### config.mk
export PLATFORM = sky130hd
export DESIGN_NAME = show_ahead_prefetch_reader
export DESIGN_NICKNAME = d
export VERILOG_FILES = /design/src/rtl/show_ahead_prefetch_reader_pkg.sv /design/src/rtl/show_ahead_prefetch_reader_fifo.sv /design/src/rtl/show_ahead_prefetch_reader.sv
export SDC_FILE = /design/constraint.sdc
export NUM_CORES = 1
export LEC_CHECK = 0
export CORE_UTILIZATION = 40
export CTS_CLUSTER_SIZE = 25
export DETAILED_ROUTE_END_ITERATION = 7
export HOLD_SLACK_MARGIN = 0.1
export PLACE_DENSITY_LB_ADDON = 0.2
export SLEW_MARGIN = 20
export SYNTH_ARGS = -nofsm -noshare
export SYNTH_HDL_FRONTEND = slang
export SYNTH_SLANG_ARGS = --single-unit
### constraint.sdc
create_clock -name clock -period 6.85 [get_ports clock]
set_clock_uncertainty 0.1 [all_clocks]
set_input_delay 2.055 -clock clock [delete_from_list [all_inputs] [get_ports clock]]
set_output_delay 2.055 -clock clock [all_outputs]
set_load 0.02 [all_outputs]
### src/rtl/show_ahead_prefetch_reader_pkg.sv
// Shared definitions for the show-ahead prefetch reader.
//
// Contents:
//   read_latency_ok    - legal-range test for READ_LATENCY, used by the top
//                        level to stop elaboration of an unsupported latency
//   usedw_width        - number of bits needed to hold an occupancy of
//                        0..depth (log2(depth) + 1)
//   inflight_popcount  - counts set bits of the in-flight valid shift register
//                        (zero-extended to MAX_READ_LATENCY bits)

package kanagawa_prefetch_pkg;

   localparam int MIN_READ_LATENCY = 1;
   localparam int MAX_READ_LATENCY = 4;
   localparam int INFLIGHT_W       = $clog2(MAX_READ_LATENCY + 1);

   function automatic bit read_latency_ok(input int rl);
      return (rl >= MIN_READ_LATENCY) && (rl <= MAX_READ_LATENCY);
   endfunction

   function automatic int usedw_width(input int depth);
      return $clog2(depth) + 1;
   endfunction

   function automatic logic [INFLIGHT_W-1:0] inflight_popcount(
      input logic [MAX_READ_LATENCY-1:0] bits
   );
      logic [INFLIGHT_W-1:0] n;
      n = '0;
      for (int i = 0; i < MAX_READ_LATENCY; i++) begin
         n = n + INFLIGHT_W'(bits[i]);
      end
      return n;
   endfunction

endpackage

### src/rtl/show_ahead_prefetch_reader_fifo.sv
// Small register-based show-ahead FIFO used as the prefetch buffer.
//
// The head word is always presented on q while empty==0; rdreq pops it and
// the next word appears on the following cycle. A write lands in the tail and
// becomes visible one cycle later (no write-to-read bypass).
//
// Ports:
//   clock         single clock, posedge
//   rst           synchronous, active-high reset
//   wrreq, data   push a word (ignored while full)
//   full          occupancy == DEPTH
//   rdreq         pop the head word (ignored while empty)
//   empty         occupancy == 0
//   almost_empty  occupancy <= ALMOSTEMPTY_VAL
//   q             head word, valid while empty==0
//   usedw         occupancy, LOG_DEPTH+1 bits

module KanagawaShowAheadRegisterFifo #(
   parameter int DEPTH           = 2,
   parameter int WIDTH           = 32,
   parameter int ALMOSTEMPTY_VAL = 1,
   parameter int LOG_DEPTH       = $clog2(DEPTH)
) (
   input  logic               clock,
   input  logic               rst,
   input  logic               wrreq,
   input  logic [WIDTH-1:0]   data,
   output logic               full,
   input  logic               rdreq,
   output logic               empty,
   output logic               almost_empty,
   output logic [WIDTH-1:0]   q,
   output logic [LOG_DEPTH:0] usedw
);

   localparam int PTR_W    = (LOG_DEPTH > 0) ? LOG_DEPTH : 1;
   localparam int USEDW_W  = LOG_DEPTH + 1;
   localparam int AE_CLAMP = (ALMOSTEMPTY_VAL > DEPTH) ? DEPTH : ALMOSTEMPTY_VAL;

   localparam logic [USEDW_W-1:0] AE_LEVEL   = USEDW_W'(AE_CLAMP);
   localparam logic [USEDW_W-1:0] FULL_LEVEL = USEDW_W'(DEPTH);
   localparam logic [PTR_W-1:0]   LAST_PTR   = PTR_W'(DEPTH - 1);

   logic [WIDTH-1:0]   mem [DEPTH];
   logic [PTR_W-1:0]   wr_ptr;
   logic [PTR_W-1:0]   rd_ptr;
   logic [USEDW_W-1:0] count;
   logic               do_wr;
   logic               do_rd;

   // DEPTH need not be a power of two, so pointers wrap explicitly.
   function automatic logic [PTR_W-1:0] ptr_inc(input logic [PTR_W-1:0] p);
      return (p == LAST_PTR) ? '0 : p + PTR_W'(1);
   endfunction

   assign empty        = (count == '0);
   assign full         = (count == FULL_LEVEL);
   assign almost_empty = (count <= AE_LEVEL);
   assign usedw        = count;
   assign q            = mem[rd_ptr];

   assign do_rd = rdreq & ~empty;
   assign do_wr = wrreq & ~full;

   always_ff @(posedge clock) begin
      if (rst) begin
         wr_ptr <= '0;
         rd_ptr <= '0;
         count  <= '0;
      end else begin
         if (do_wr) wr_ptr <= ptr_inc(wr_ptr);
         if (do_rd) rd_ptr <= ptr_inc(rd_ptr);
         case ({do_wr, do_rd})
            2'b10:   count <= count + USEDW_W'(1);
            2'b01:   count <= count - USEDW_W'(1);
            default: count <= count;
         endcase
      end
   end

   // Storage carries no reset; stale entries are never visible because
   // count gates every read.
   always_ff @(posedge clock) begin
      if (do_wr) mem[wr_ptr] <= data;
   end

endmodule

### src/rtl/show_ahead_prefetch_reader.sv
// Read-side adapter: turns a normal-mode upstream queue (q valid
// READ_LATENCY cycles after rdreq) into a show-ahead interface.
//
// Reads are issued speculatively whenever the words already buffered, plus
// those still in flight, plus the one landing this cycle, minus the one being
// popped this cycle, leave room in the prefetch buffer. That headroom test
// makes a buffer overflow impossible, and it still sustains one word per
// cycle when the consumer pops continuously.
//
// Ports:
//   clock         single clock, posedge
//   rst           synchronous, active-low reset
//   up_empty      upstream queue empty
//   up_rdreq      upstream read request (combinational, forced 0 in reset)
//   up_q          upstream data, valid READ_LATENCY cycles after up_rdreq
//   rdreq         downstream pop of the head word
//   empty         no word available on q
//   almost_empty  usedw <= ALMOSTEMPTY_VAL
//   q             head word, valid while empty==0
//   usedw         words held in the prefetch buffer (excludes in-flight)
//   underflow     sticky; set by rdreq while empty, cleared only by reset

module show_ahead_prefetch_reader
   import kanagawa_prefetch_pkg::*;
#(
   parameter int WIDTH           = 32,
   parameter int READ_LATENCY    = 1,
   parameter int BUFFER_DEPTH    = READ_LATENCY + 1,
   parameter int LOG_DEPTH       = $clog2(BUFFER_DEPTH),
   parameter int ALMOSTEMPTY_VAL = 1
) (
   input  logic               clock,
   input  logic               rst,
   input  logic               up_empty,
   output logic               up_rdreq,
   input  logic [WIDTH-1:0]   up_q,
   input  logic               rdreq,
   output logic               empty,
   output logic               almost_empty,
   output logic [WIDTH-1:0]   q,
   output logic [LOG_DEPTH:0] usedw,
   output logic               underflow
);

   if (!read_latency_ok(READ_LATENCY)) begin : g_bad_latency
      $error("show_ahead_prefetch_reader: READ_LATENCY must be in 1..4");
   end
   if (BUFFER_DEPTH < READ_LATENCY + 1) begin : g_bad_depth
      $error("show_ahead_prefetch_reader: BUFFER_DEPTH must be >= READ_LATENCY+1");
   end
   if (usedw_width(BUFFER_DEPTH) > LOG_DEPTH + 1) begin : g_bad_log_depth
      $error("show_ahead_prefetch_reader: LOG_DEPTH too small for BUFFER_DEPTH");
   end

   // Wide enough for BUFFER_DEPTH + MAX_READ_LATENCY without wrapping.
   localparam int SUM_W = LOG_DEPTH + INFLIGHT_W + 2;

   logic [READ_LATENCY-1:0] inflight_sr;
   logic [READ_LATENCY-1:0] inflight_sr_next;
   logic [INFLIGHT_W-1:0]   inflight;
   logic [SUM_W-1:0]        demand;
   logic                    arrive;
   logic                    pop;
   logic                    fifo_full;

   // Bit 0 takes this cycle's request; the MSB is the stage whose data is on
   // up_q right now.
   assign inflight_sr_next = READ_LATENCY'({inflight_sr, up_rdreq});
   assign arrive           = inflight_sr[READ_LATENCY-1];
   assign inflight         = inflight_popcount(MAX_READ_LATENCY'(inflight_sr))
                             - INFLIGHT_W'(arrive);

   assign pop = rdreq & ~empty;

   // pop implies usedw >= 1, so the subtraction cannot go negative.
   assign demand = SUM_W'(usedw) + SUM_W'(inflight) + SUM_W'(arrive) - SUM_W'(pop);

   assign up_rdreq = rst & ~up_empty & (demand < SUM_W'(BUFFER_DEPTH));

   always_ff @(posedge clock) begin
      if (!rst) begin
         inflight_sr <= '0;
         underflow   <= 1'b0;
      end else begin
         inflight_sr <= inflight_sr_next;
         if (rdreq & empty) underflow <= 1'b1;
      end
   end

   KanagawaShowAheadRegisterFifo #(
      .DEPTH           (BUFFER_DEPTH),
      .WIDTH           (WIDTH),
      .ALMOSTEMPTY_VAL (ALMOSTEMPTY_VAL),
      .LOG_DEPTH       (LOG_DEPTH)
   ) u_buffer (
      .clock        (clock),
      .rst          (~rst),
      .wrreq        (arrive),
      .data         (up_q),
      .full         (fifo_full),
      .rdreq        (pop),
      .empty        (empty),
      .almost_empty (almost_empty),
      .q            (q),
      .usedw        (usedw)
   );

   // The issue headroom rule means a word can never land on a full buffer.
   a_no_arrive_when_full : assert property (
      @(posedge clock) disable iff (!rst) !(arrive && fifo_full)
   );

endmodule

==> metrics.csv, run 1 <==
metric,value,unit
pre_cts_slack,-0.01250,ns
cts_setup_buffers,0,
cts_root_buf,clkbuf_8,
detail_route.vias_per_cell,4.357,
powerDensity,357.6,mW/mm2
timing.final.ws_setup,0.2681,ns
highest_layer,met4,
met2_length,2.301,mm
synth_edf_count,64,
grt_setup_unrepaired,false,
required,4.70,ns
synth_top_flop_cell,edfxtp_1,
final_cell_count_no_fill,328,
seqPwrFrac,43.1,%
fillers,586,
dp_cells,312,
arrival,4.43,ns
ir_drop,165.3,uV
holdBufCountCts,0,
max_cap_violations,0,
hp-class,register to register,
seqCellArea,0.002063,mm2
final_hold_viol_count,0,
crit_slowest_cell,clkdlybuf4s50_1,
placed_area,0.003697,mm2
path_clk_slew,0.07,ns
async_reset_ff_share,0,%
relSlewSlack,28.36,%
cts.repair.resized,1,
syn_area_per_cell,19.82,um2
htreeDepth,3,
syn_nets,191,
crit_chain,"clkdlybuf4s50_1, nor2b_2, ha_1, nor2b_1, fa_1, inv_1, ha_1, nor4b_1, nand2_1, a21oi_1, dlygate4sd2_1",
die-area,0.007579,mm2
gr-total-overflow,0,
power.switching,406.5,uW
drv_slew,0,
rows,30,
worstMarginPinSlew,1.075,ns
finalCoreUtilization,56.12,%
drt-initial-drc-count,46,
routed-wl-met3,263,um
start_kind,primary input,
first_global_vias,1484,
die_x,87.06,um
antenna_found_initial,0,
num_vias,1429,
fin_nets,272,
grt.total_usage,13.56,%
core,0.006907,mm2
clkPwrFrac,22.0,%
cts_tree,yes,
numClockSinks,71,
start_util,41.90,%
numPortBuffers,73,
dr.pass1.iters,4,
fin_setup_tns,0,ns
cts_buffers,9,
design_area,0.003876,mm2
critPathMaxFanout,2,
ys_warn_count,0,
synth_cell_type_count,21,
netlist_area,0.002894,mm2
synth-seq-cells,71,
dieHeight,87.06,um
drtAntennaViolNets,0,
multi_input_area,749.5,um2
fin_crit_sh,96.09,%
pwr-share-comb,34.9,%
synthCells,146,
p_sw_share,29.32,%
worstSkewPairLatency,0.33,ns
synth-seq-area-share,71.25,%
intPower,979.7,uW
met1Wirelength,1.955,mm
wirelength,4.592,mm
status,"finished, final reports clean",
io_pins,74,
diodes,0,
max_freq,151.9,MHz
detailed_place_hpwl,2.883,mm
end_kind,primary output,
gp_congestion,0.7163,
drc,0,
setup_viol,0,
cpPeakStageDelay,0.49,ns
post-route-min-period,6.582,ns
p_leak,1.374,nW
drive_above_1_share,20.69,%
grt_pass1_wl,7.362,mm
crit_path_frequent_cell,ha_1,
wl_per_cell,14.00,um
critPathKind,primary input to primary output,
area_growth,33.94,%
grt_max_degree,34,
clockBufferDepth,2,
path summary, 6_finish.rpt:
kind | from | to | slack [ns] | cells past startpoint
setup reg to reg | u_buffer.usedw[1] | arrive | 4.30 | 11
hold / removal | underflow | underflow | 0.41 | 2
hold reg to reg | underflow | underflow | 0.41 | 2
setup / recovery | rdreq | up_rdreq | 0.27 | 11
state kept, by name (all words and copies together) (netlist names), named ones only:
name,count
u_buffer.wr_ptr,1
underflow,1
u_buffer.rd_ptr,1
arrive,1
u_buffer.mem,64
u_buffer.usedw,2
metrics by stage:
step,hold WS [ns],power [mW]
floorplan,0.4501,0.9219
global placement,0.4027,1.096
detailed placement,0.3880,1.101
CTS,0.4144,1.410
global route,0.4500,1.462
finish,0.4059,1.386
final cells by class:
| class | instances | area share [%] |
|---|---|---|
| sequential | 71 | 53.23 |
| multi-input combinational | 64 | 19.34 |
| timing repair buffer | 74 | 19.01 |
| clock buffer | 11 | 3.389 |
| tap | 96 | 3.099 |
| clock inverter | 5 | 1.259 |
| inverter | 7 | 0.6779 |
routing by layer:
metal / GRT usage, % / vias up
met5: 0 / -
met4: 6.818 / 0
met3: 4.645 / 8
met2: 22.76 / 39
met1: 15.41 / 675
li1: - / 707
cell usage in the layout, fill, tap and decap left out:
master,synthesis,layout
a21oi_1,4,4
and2_1,4,4
buf_4,0,1
bufinv_16,0,1
clkbuf_1,0,2
clkbuf_8,0,9
clkdlybuf4s50_1,0,72
clkinv_1,0,3
clkinvlp_4,0,1
dfxtp_1,7,6
dfxtp_2,0,1
dlygate4sd2_1,0,1
edfxtp_1,64,64
fa_1,1,1
ha_1,8,8
inv_1,7,7
mux2_2,2,2
mux2_4,30,30
nand2_1,2,2
nand2b_1,2,2
nor2_4,0,2
nor2b_1,2,2
nor2b_2,1,1
nor4b_1,1,1
o21a_1,1,1
o21ai_0,1,1
xnor2_1,2,2
xor2_1,1,1
synthesized netlist by cell type, types with 3 or more instances:
cell type	instances	share of area [%]
ha_1	8	3.5
and2_1	4	0.86
a21oi_1	4	0.69
mux2_4	30	16
buf_12	3	2.1
dfxtp_1	7	4.8
edfxtp_1	64	66
inv_1	7	0.91
cell families (layout without fill, tap and decap cells):
group | after synthesis | after routing | synth area share [%]
flip-flops | 71 | 71 | 71.25
multiplexers | 32 | 32 | 16.34
AND/OR/NAND/NOR | 14 | 14 | 2.853
buffers and inverters | 11 | 97 | 3.372
adder cells (fa/ha/maj) | 9 | 9 | 4.151
AO/OA/AOI/OAI | 6 | 6 | 1.124
XOR/XNOR | 3 | 3 | 0.9081
power groups by stage:
stage / registers (mW) / clock network [mW] / logic (mW)
after floorplan: 0.574 / 0 / 0.348
after global placement: 0.608 / 0 / 0.488
after detailed placement: 0.611 / 0 / 0.491
after CTS: 0.602 / 0.317 / 0.492
after global routing: 0.608 / 0.337 / 0.518
final: 0.598 / 0.305 / 0.483
critical path, delay by kind of cell:
kind	cells	cell delay (ns)
buffers and inverters	3	0.88
and+or+nand+nor	4	0.67
adders and majority gates	3	0.69
AOI/OAI and AO/OA	1	0.12
No activity file was read; power rests on OpenSTA's default activity.
==> run 2: changes to the inputs <==
CORE_UTILIZATION = 52   (was 40)
PLACE_DENSITY_LB_ADDON = 0.1   (was 0.2)
==> run 2 against run 1 <==
Effect of this change: maximum frequency down 0.13%; critical endpoint unchanged; non-clock buffer count did not move; combinational power barely moved; sequential power about the same; via count up 1.7%; die area shrank 23%.
==> metrics.csv, run 2 (same netlist as run 1, synthesis figures left out) <==
metric,value,unit
status,"finished, final reports clean",
numPortBuffers,73,
grt_pass1_wl,6.879,mm
area_growth,32.81,%
hp-class,register to register,
antenna_found_initial,0,
core,0.005238,mm2
die_x,76.60,um
p_leak,1.383,nW
detail_route.vias_per_cell,4.815,
top_register,u_buffer.mem,
arrival,4.44,ns
setup_viol,0,
gp_congestion,0.7243,
worstReg2RegEnd,arrive,
detailed_place_hpwl,2.951,mm
layout_commonest_cell,clkdlybuf4s50_1,
r2r_setup_slack,4.33,ns
die-area,0.005868,mm2
dieHeight,76.60,um
gr-total-overflow,0,
reg_top3,"u_buffer.mem x64, u_buffer.usedw x2",
path_clk_slew,0.06,ns
placed_area,0.003665,mm2
critPathKind,primary input to primary output,
seqCellArea,0.002063,mm2
multi_input_area,749.5,um2
first_global_vias,1504,
layout_common_cells,"clkdlybuf4s50_1, edfxtp_1, mux2_4",
design_area,0.003844,mm2
grt_setup_unrepaired,false,
r2r-start,u_buffer.usedw[1],
fin_crit_sh,96.21,%
crit_chain,"clkdlybuf4s50_1, nor2b_2, ha_1, nor2b_1, fa_1, inv_1, ha_1, nor4b_1, nand2_1, a21oi_1, dlygate4sd2_1",
path_buf_inv,3,
post-route-min-period,6.591,ns
hold_end,underflow,
drc,0,
crit_slowest_cell,clkdlybuf4s50_1,
cp_top_family,buffers and inverters,
ff2ff_path_depth,11,
critPathMaxFanout,2,
fillers,331,
clockBufferDepth,2,
cts_tree,yes,
numClockSinks,71,
fin_setup_tns,0,ns
start_util,55.26,%
drtAntennaViolNets,0,
drt-initial-drc-count,68,
worstSkewPairLatency,0.32,ns
powerDensity,359.4,mW/mm2
drv_slew,0,
cpPeakStageDelay,0.48,ns
final_cell_count_no_fill,302,
relSlewSlack,31.67,%
min-delay-start,underflow,
cts_setup_buffers,0,
io_pins,74,
fin_nets,272,
rows,26,
crit_path_frequent_cell,ha_1,
wirelength,4.385,mm
required,4.70,ns
hold_depth,2,
end_kind,primary output,
max_cap_violations,0,
ir_drop,197.6,uV
num_vias,1454,
drive_above_1_share,21.55,%
dp_cells,286,
diodes,0,
cts_root_buf,clkbuf_8,
max_freq,151.7,MHz
start_kind,primary input,
htreeDepth,3,
largest_reg_flops,64,
worstMarginPinSlew,1.025,ns
grt.total_usage,16.25,%
cts_buffers,9,
wl_per_cell,14.52,um
dr.pass1.iters,4,
grt_max_degree,34,
final_hold_viol_count,0,
[run 2: worst max-delay path by stage]
stage	startpoint	cells past startpoint	to
after global placement	rdreq	11	up_rdreq
after global routing	rdreq	11	up_rdreq
final	rdreq	11	up_rdreq
after CTS	rdreq	11	up_rdreq
after floorplan	rdreq	9	up_rdreq
after detailed placement	rdreq	11	up_rdreq
[run 2: worst reg2reg max path: stages, from the launching register on]
cell and delay (ns):
dfxtp_1 0.39, inv_1 0.16, ha_1 0.26, nor2b_2 0.15, ha_1 0.25, nor2b_1 0.19
fa_1 0.20, inv_1 0.04, ha_1 0.26, nor4b_1 0.22, nand2_1 0.10, a21oi_1 0.12
[run 2: routing by layer]
metal / vias to the layer above / part of all wire [%] / track usage [%]
li1: 707 / - / -
met1: 689 / 41 / 18.84
met2: 49 / 52 / 27.21
met3: 9 / 4.9 / 5.150
met4: 0 / 1.8 / 8.077
met5: - / 0 / 0
[run 2: final cells by class]
type                            count  area share, %
Clock buffer                       11          3.418
Clock inverter                      5          1.270
Inverter                            7         0.6836
Multi-Input combinational cell     64          19.50
Sequential cell                    71          53.68
Tap cell                           70          2.279
Timing Repair Buffer               74          19.17
[run 2: power by group]
group | switching, mW | leakage (nW) | internal [mW]
clock network | 0.138 | 0.0945 | 0.165
logic | 0.212 | 0.651 | 0.270
registers | 0.0522 | 0.637 | 0.544
[run 2: repair_timing]
item / 4_1_cts / 5_1_grt
hold buffers: 0 / 0
resized for setup: 1 / 0
endpoints found under the setup margin: 1 / 0
[run 2: metrics by stage]
step	power (mW)	utilization, %	setup slack (ns)	hold WS (ns)
6_report	1.381	73.39	0.2594	0.3995
5_1_grt	1.451	73.39	0.06999	0.4391
4_1_cts	1.401	73.39	0.2659	0.4086
3_5_place_dp	1.097	69.97	0.003308	0.3848
3_3_place_gp	1.085	69.97	0.07854	0.3918
2_1_floorplan	0.9219	-	0.9391	0.4501
